### src/rtl/mpu_pkg.sv
// Shared helpers for the SIMD systolic MPU cell: width arithmetic and the
// edge-event bundle the cell hands to its accumulator.
package mpu_pkg;

   localparam int VAR_SIZE_DEF = 8;
   localparam int ACC_SIZE_DEF = 32;
   localparam int LANES_DEF    = 4;

   typedef struct packed {
      logic clr_rise;
      logic sh_rise;
   } edge_t;

   function automatic int clog2(input int value);
      int result;
      int rem;
      result = 0;
      rem    = value - 1;
      while (rem > 0) begin
         result = result + 1;
         rem    = rem >> 1;
      end
      return result;
   endfunction

   // One extra bit per operand for the signed/unsigned extension, plus
   // headroom for summing the lanes without loss.
   function automatic int dot_width(input int var_size, input int lanes);
      return 2 * var_size + 2 + clog2(lanes);
   endfunction

   function automatic int sum_width(input int acc_size, input int dw);
      return acc_size + dw + 1;
   endfunction

endpackage

### src/rtl/mmu_simd_mac.sv
// Dot-product accumulator: lane extension, exact adder tree, restart with bias,
// and saturate-or-wrap on overflow with a sticky flag.
module mmu_simd_mac
   import mpu_pkg::*;
#(
   parameter int VAR_SIZE = 8,
   parameter int ACC_SIZE = 32,
   parameter int LANES    = 4,
   parameter int SATURATE = 1
) (
   input  logic                      clk,
   input  logic                      rst_n,
   input  logic [LANES*VAR_SIZE-1:0] a,
   input  logic [LANES*VAR_SIZE-1:0] b,
   input  logic                      valid,
   input  logic                      signed_mode,
   input  logic                      restart,
   input  logic [ACC_SIZE-1:0]       bias,
   output logic [ACC_SIZE-1:0]       acc,
   output logic                      ovf
);

   localparam int PW = 2 * VAR_SIZE + 2;
   localparam int DW = dot_width(VAR_SIZE, LANES);
   localparam int SW = sum_width(ACC_SIZE, DW);

   localparam logic signed [SW-1:0] ACC_MAX = {{(SW-ACC_SIZE+1){1'b0}}, {(ACC_SIZE-1){1'b1}}};
   localparam logic signed [SW-1:0] ACC_MIN = {{(SW-ACC_SIZE+1){1'b1}}, {(ACC_SIZE-1){1'b0}}};

   logic signed [VAR_SIZE:0] ext_a [LANES];
   logic signed [VAR_SIZE:0] ext_b [LANES];
   logic signed [PW-1:0]     prod  [LANES];
   logic signed [DW-1:0]     dot;
   logic signed [SW-1:0]     base;
   logic signed [SW-1:0]     addend;
   logic signed [SW-1:0]     sum;
   logic                     ovf_now;
   logic [ACC_SIZE-1:0]      acc_next;

   always_comb begin
      dot = '0;
      for (int i = 0; i < LANES; i++) begin
         ext_a[i] = {signed_mode & a[i*VAR_SIZE+VAR_SIZE-1], a[i*VAR_SIZE +: VAR_SIZE]};
         ext_b[i] = {signed_mode & b[i*VAR_SIZE+VAR_SIZE-1], b[i*VAR_SIZE +: VAR_SIZE]};
         prod[i]  = PW'(ext_a[i]) * PW'(ext_b[i]);
         dot      = dot + DW'(prod[i]);
      end
   end

   // The sum is formed wide enough to be exact, so overflow is a plain range test.
   always_comb begin
      base    = restart ? SW'($signed(bias)) : SW'($signed(acc));
      addend  = valid ? SW'(dot) : '0;
      sum     = base + addend;
      ovf_now = (sum > ACC_MAX) || (sum < ACC_MIN);
      if (ovf_now && (SATURATE != 0)) begin
         acc_next = sum[SW-1] ? ACC_MIN[ACC_SIZE-1:0] : ACC_MAX[ACC_SIZE-1:0];
      end else begin
         acc_next = sum[ACC_SIZE-1:0];
      end
   end

   always_ff @(posedge clk or negedge rst_n) begin
      if (!rst_n) begin
         acc <= '0;
         ovf <= 1'b0;
      end else if (restart) begin
         acc <= acc_next;
         ovf <= ovf_now;
      end else if (valid) begin
         acc <= acc_next;
         ovf <= ovf | ovf_now;
      end
   end

endmodule

### src/rtl/mmu_cell_simd.sv
// Systolic SIMD processing element: forwards operands east/south, accumulates
// their dot product, and drains finished results down a double-buffered c chain.
module mmu_cell_simd
   import mpu_pkg::*;
#(
   parameter int VAR_SIZE = VAR_SIZE_DEF,
   parameter int ACC_SIZE = ACC_SIZE_DEF,
   parameter int LANES    = LANES_DEF,
   parameter int SATURATE = 1
) (
   input  logic                      clk,
   input  logic                      rst_n,
   input  logic [LANES*VAR_SIZE-1:0] a_in,
   input  logic [LANES*VAR_SIZE-1:0] b_in,
   input  logic                      valid_in,
   input  logic                      signed_mode,
   input  logic [ACC_SIZE-1:0]       bias,
   input  logic                      clear_in,
   input  logic                      shift_in,
   input  logic [ACC_SIZE-1:0]       c_in,
   input  logic                      ovf_in,
   output logic [LANES*VAR_SIZE-1:0] a_out,
   output logic [LANES*VAR_SIZE-1:0] b_out,
   output logic                      valid_out,
   output logic                      signed_out,
   output logic                      clear_out,
   output logic                      shift_out,
   output logic [ACC_SIZE-1:0]       c_out,
   output logic                      ovf_out
);

   edge_t               edges;
   logic                restart;
   logic [ACC_SIZE-1:0] acc;
   logic                ovf;

   // The forwarded copies double as the previous-cycle samples for edge detection.
   always_comb begin
      edges.clr_rise = clear_in & ~clear_out;
      edges.sh_rise  = shift_in & ~shift_out;
      restart        = edges.clr_rise | edges.sh_rise;
   end

   always_ff @(posedge clk or negedge rst_n) begin
      if (!rst_n) begin
         a_out      <= '0;
         b_out      <= '0;
         valid_out  <= 1'b0;
         signed_out <= 1'b0;
         clear_out  <= 1'b0;
         shift_out  <= 1'b0;
      end else begin
         a_out      <= a_in;
         b_out      <= b_in;
         valid_out  <= valid_in;
         signed_out <= signed_mode;
         clear_out  <= clear_in;
         shift_out  <= shift_in;
      end
   end

   // A shift rise captures the finished tile while the accumulator restarts.
   always_ff @(posedge clk or negedge rst_n) begin
      if (!rst_n) begin
         c_out   <= '0;
         ovf_out <= 1'b0;
      end else if (edges.sh_rise) begin
         c_out   <= acc;
         ovf_out <= ovf;
      end else if (shift_in) begin
         c_out   <= c_in;
         ovf_out <= ovf_in;
      end
   end

   mmu_simd_mac #(
      .VAR_SIZE (VAR_SIZE),
      .ACC_SIZE (ACC_SIZE),
      .LANES    (LANES),
      .SATURATE (SATURATE)
   ) u_mac (
      .clk         (clk),
      .rst_n       (rst_n),
      .a           (a_in),
      .b           (b_in),
      .valid       (valid_in),
      .signed_mode (signed_mode),
      .restart     (restart),
      .bias        (bias),
      .acc         (acc),
      .ovf         (ovf)
   );

endmodule

### config.mk
export PLATFORM = sky130hd
export DESIGN_NAME = mmu_cell_simd
export DESIGN_NICKNAME = d
export VERILOG_FILES = /design/src/rtl/mpu_pkg.sv /design/src/rtl/mmu_simd_mac.sv /design/src/rtl/mmu_cell_simd.sv
export SDC_FILE = /design/constraint.sdc
export NUM_CORES = 1
export LEC_CHECK = 0
export BUFFER_PORTS_ARGS = -buffer_cell sky130_fd_sc_hd__buf_2
export CAP_MARGIN = 5
export CORE_MARGIN = 2
export CORE_UTILIZATION = 67
export CTS_BUF_LIST = sky130_fd_sc_hd__clkbuf_8
export DETAILED_ROUTE_END_ITERATION = 7
export PLACE_DENSITY = 0.9
export SLEW_MARGIN = 25
export SYNTH_ARGS = -nofsm -noshare
export SYNTH_HDL_FRONTEND = slang
export SYNTH_SLANG_ARGS = --single-unit
export TNS_END_PERCENT = 1
### constraint.sdc
create_clock -name clk -period 11.6 [get_ports clk]
set_input_delay 0.58 -clock clk [delete_from_list [all_inputs] [get_ports clk]]
set_output_delay 0.58 -clock clk [all_outputs]
set_load 0.01 [all_outputs]
==> results of run 1 <==
worst paths after layout:
kind                          startpoint       endpoint  slack, ps  depth (start not counted)
setup / recovery             signed_mode   u_mac.acc[3]        830                         34
min in group clk                clear_in      clear_out        230                          1
setup reg to reg               shift_out  u_mac.acc[23]       6440                         15
hold / removal                     rst_n       c_out[4]        130                          1
max in group asynchronous          rst_n      b_out[11]      10180                          2
hold reg to reg            u_mac.acc[16]  u_mac.acc[16]        510                          2
registers in the layout, summed over array words and instances (netlist names):
signal,cells
b_out,32
u_mac.acc,32
shift_out,1
a_out,32
clear_out,1
signed_out,1
ovf_out,1
c_out,32
u_mac.ovf,1
valid_out,1
cell families (layout without fill, tap and decap cells):
| family | Yosys count | after routing |
|---|---|---|
| fa+ha+maj | 527 | 527 |
| compound gates | 200 | 200 |
| flops | 134 | 134 |
| buf+inv | 530 | 722 |
| simple gates | 545 | 545 |
| mux | 68 | 68 |
| xor+xnor | 59 | 59 |
cell type report:
class                      count  area, um^2
multi-input combinational   1399       14900
fill                        2011        7690
sequential                   134        3350
inverter                     451        1690
timing repair buffer         240        1220
tap                          390         488
clock buffer                  17         234
clock inverter                14         171
cells in the mapped netlist (3+ instances only):
library cell,n
nand2b_1,23
o31ai_1,3
nor2b_1,8
buf_1,3
buf_6,3
a21oi_1,81
and2_1,143
and3_1,16
a31oi_1,6
o21bai_1,4
clkbuf_1,66
xnor2_1,42
o21ai_2,20
o211ai_1,4
dfrtp_1,134
fa_1,394
inv_1,451
a21o_1,18
o21ai_0,22
nor2_1,86
nand2_1,208
ha_1,133
o21ai_1,4
or2_2,7
a21oi_2,4
buf_2,3
mux2i_1,35
nand3_1,20
xor2_1,17
mux2_2,33
nor4b_1,3
nand4_1,5
or3_1,5
nor3_1,9
worst max-delay path: cells and delay by family:
| family | cells | cell delay (ps) |
|---|---|---|
| simple gates | 4 | 860 |
| fa+ha+maj | 9 | 4630 |
| compound gates | 10 | 2690 |
| buf+inv | 6 | 1130 |
| xor+xnor | 5 | 1220 |
routing by layer:
| metal | track usage [%] | up-vias | share of wire [%] |
|---|---|---|---|
| li1 | - | 6615 | - |
| met1 | 39.6 | 7535 | 36 |
| met2 | 59.8 | 719 | 52 |
| met3 | 4.67 | 222 | 6.4 |
| met4 | 20.0 | 0 | 6.4 |
| met5 | 0 | - | 0 |
metrics by stage:
stage | utilization [%] | std cells
after CTS | 74.1 | 2645
after detailed placement | 72.8 | 2614
final | 74.1 | 2645
after global placement | 72.7 | 2614
after global routing | 74.1 | 2645
after floorplan | - | 2063
==> reports/qor.yml, run 1 <==
run_status: "completed"
dieArea_um2: 31600
ys_seq_elements: 134
die_h_um: 178
grt_pass1_vias: 16800
post_cts_buffers: 0
insertedDiodeCount: 0
first_pass_iters: 6
path_clk_slew_ps: 90
fin_worst_skew_ps: 12.5
clock-root-buffer: "clkbuf_8"
ys_warn_count: 0
htree_levels: 4
grt_max_degree: 75
avgViaCountPerCell: 5.71
yosysTopAreaCellShare_pct: 39.0
placed_area_um2: 21600
layout.nets: 2905
gr-total-overflow: 0
cp.required_ps: 11960
core_um2: 29700
post-dp-hpwl_mm: 41.1
cts-buffers-inserted: 17
syn_avg_cell_area_um2: 9.80
setup_viol: 0
synth_cells: 2063
end_kind: "register"
synth_nets: 2725
synth_top_family_by_area: "adder cells"
wl_per_cell_um: 18.9
port-buffer-count: 235
area_growth_pct: 8.93
final_common_cell: "inv_1"
wirelength_mm: 50.0
synth-simple-area-share_pct: 13.2
async_flop_share_pct: 100
dr_total_vias: 15100
grt_pass1_wl_mm: 81.9
rsz0062_at_grt: "no"
pre_cts_ws_ps: 416
globalRouteTotalUtil_pct: 33.9
startpoint_type: "input pin"
worstPathArrival_ps: 11130
ys_types: 70
seq_area_frac_synth_pct: 16.6
gp_congestion: 0.957
path_class: "in2reg"
drv_slew: 0
synth_fa_ha_area_share_pct: 47.2
postCtsHoldBufs: 0
maxCapViolations: 0
setup_tns_ps: 0
max_stage_delay_ps: 630
std_cell_rows: 63
boundaryPins: 236
tightest_slew_ps: 995
slowest_stage: "fa_1"
finalCriticalPeriod_ps: 10770
syn_area_um2: 20200
drive_gt1_share_pct: 15.8
ys.flop_type: "dfrtp_1"
layout_common_cells: "451 x inv_1, 394 x fa_1, 234 x buf_2, 208 x nand2_1, 143 x and2_1"
initial_core_util_pct: 68.1
relSlewSlack_pct: 33.6
crit_top_cell: "fa_1"
design_area_um2: 22000
cts.path.max_buffers: 2
synth_compound_area_share_pct: 6.81
antenna_found_initial: 0
dieWidth_um: 178
hold_class: "in2async"
fin_crit_sh_pct: 92.9
antenna_left: 0
ys_top_cells_by_area: "fa_1 39%, dfrtp_1 17%, inv_1 8.4%"
cts_num_sinks: 134
synthMuxAreaShare_pct: 3.57
clock_latency_ps: 480
cts_tree: "built"
setup_ws_ps: 827
route.detailed.drc: 0
holdWs_ps: 130
max_freq_mhz: 92.8
synth-edff-count: 0
yosysTopAreaCell: "fa_1"
critical_path.max_fanout: 26
postCtsResizedCells: 0
initialDrtViolationCount: 1018
timing_hold_violations_final: 0
synth_xor_area_share_pct: 2.56
Power of run 1 is left out: the tool's default activity adds up to more than one toggle a clock period on the data nets, which glitch-free logic cannot reach.
==> run 2, diff against run 1 <==
PLACE_DENSITY = 0.95   (was 0.9)
==> reports/qor.yml, run 2 (synthesized netlist as in run 1, its figures left out) <==
path_class: "in2reg"
wirelength_mm: 52.0
area_growth_pct: 8.82
crit_top_cell: "fa_1"
final_common_cell: "inv_1"
rsz0062_at_grt: "no"
drive_gt1_share_pct: 15.9
initial_core_util_pct: 68.1
cts-buffers-inserted: 17
avgViaCountPerCell: 5.84
gr-total-overflow: 0
startpoint_type: "input pin"
gp_congestion: 0.976
timing_hold_violations_final: 0
dieWidth_um: 178
port-buffer-count: 235
relSlewSlack_pct: 33.2
tightest_slew_ps: 1000
critical_path.max_fanout: 26
postCtsHoldBufs: 0
cts.path.max_buffers: 2
cts_num_sinks: 134
setup_tns_ps: 0
initialDrtViolationCount: 1156
globalRouteTotalUtil_pct: 35.0
die_h_um: 178
grt_pass1_wl_mm: 84.0
end_kind: "register"
clock_latency_ps: 520
clock-root-buffer: "clkbuf_8"
max_freq_mhz: 93.0
core_um2: 29700
layout.nets: 2906
run_status: "completed"
cts_tree: "built"
wl_per_cell_um: 19.6
cp.required_ps: 11980
fill_cells: 1967
grt_pass1_vias: 17300
antenna_found_initial: 2
r2r_setup_slack_ps: 6410
htree_levels: 4
path_clk_slew_ps: 80
boundaryPins: 236
maxCapViolations: 0
post-dp-hpwl_mm: 43.3
dr_total_vias: 15500
finalCriticalPeriod_ps: 10750
max_stage_delay_ps: 670
grt_max_degree: 69
hold_class: "in2async"
fin_worst_skew_ps: 15.8
layout_common_cells: "451 x inv_1, 394 x fa_1, 234 x buf_2, 208 x nand2_1, 143 x and2_1"
worstPathArrival_ps: 11130
fin_util_pct: 74.1
antenna_left: 0
postCtsResizedCells: 0
drv_slew: 0
dieArea_um2: 31600
slowest_stage: "o41ai_4"
std_cell_rows: 63
holdWs_ps: 67.3
route.detailed.drc: 0
fin_crit_sh_pct: 92.6
first_pass_iters: 8
post_cts_buffers: 0
setup_viol: 0
==> run 2: final cells by class <==
cell class	instances	area, um^2	share of cell area (%)
diodes	2	5.00	0.0227
clock buffers	17	234	1.06
clock inverters	15	135	0.614
inverters	451	1690	7.69
multi-input cells	1399	14900	67.5
flip-flops and latches	134	3350	15.2
well taps	390	488	2.22
repair buffers	241	1240	5.63
==> run 2: worst paths after layout <==
kind	startpoint	end	depth (start not counted)
min reg2reg	u_mac.acc[7]	u_mac.acc[7]	2
max reg2reg	shift_out	u_mac.acc[3]	15
max	signed_mode	u_mac.acc[3]	36
min	rst_n	c_out[4]	1
max in group asynchronous	rst_n	b_out[14]	2
min in group clk	clear_in	clear_out	1
==> run 2: worst max-delay path, delay by kind of cell <==
family          cells  cell delay [ps]
simple gates        6             1640
buf+inv             8             1290
fa+ha+maj          10             4800
compound gates     12             2750
==> run 2: through the flow <==
| stage | setup WS, ps | instances | cell area, um^2 |
|---|---|---|---|
| 6_report | 853 | 2649 | 22000 |
| 5_1_grt | 329 | 2649 | 22000 |
| 4_1_cts | 979 | 2647 | 22000 |
| 3_5_place_dp | 428 | 2615 | 21600 |
| 3_3_place_gp | 926 | 2615 | 21600 |
| 2_1_floorplan | 682 | 2063 | 20200 |
==> run 2: metal layers <==
| metal | vias to the layer above | part of all wire (%) | track usage [%] |
|---|---|---|---|
| met5 | - | 0 | 0 |
| met4 | 0 | 7.2 | 23.4 |
| met3 | 276 | 7.2 | 6.11 |
| met2 | 879 | 51 | 61.3 |
| met1 | 7690 | 34 | 39.2 |
| li1 | 6634 | - | - |
Power of run 2 is left out for the same reason.
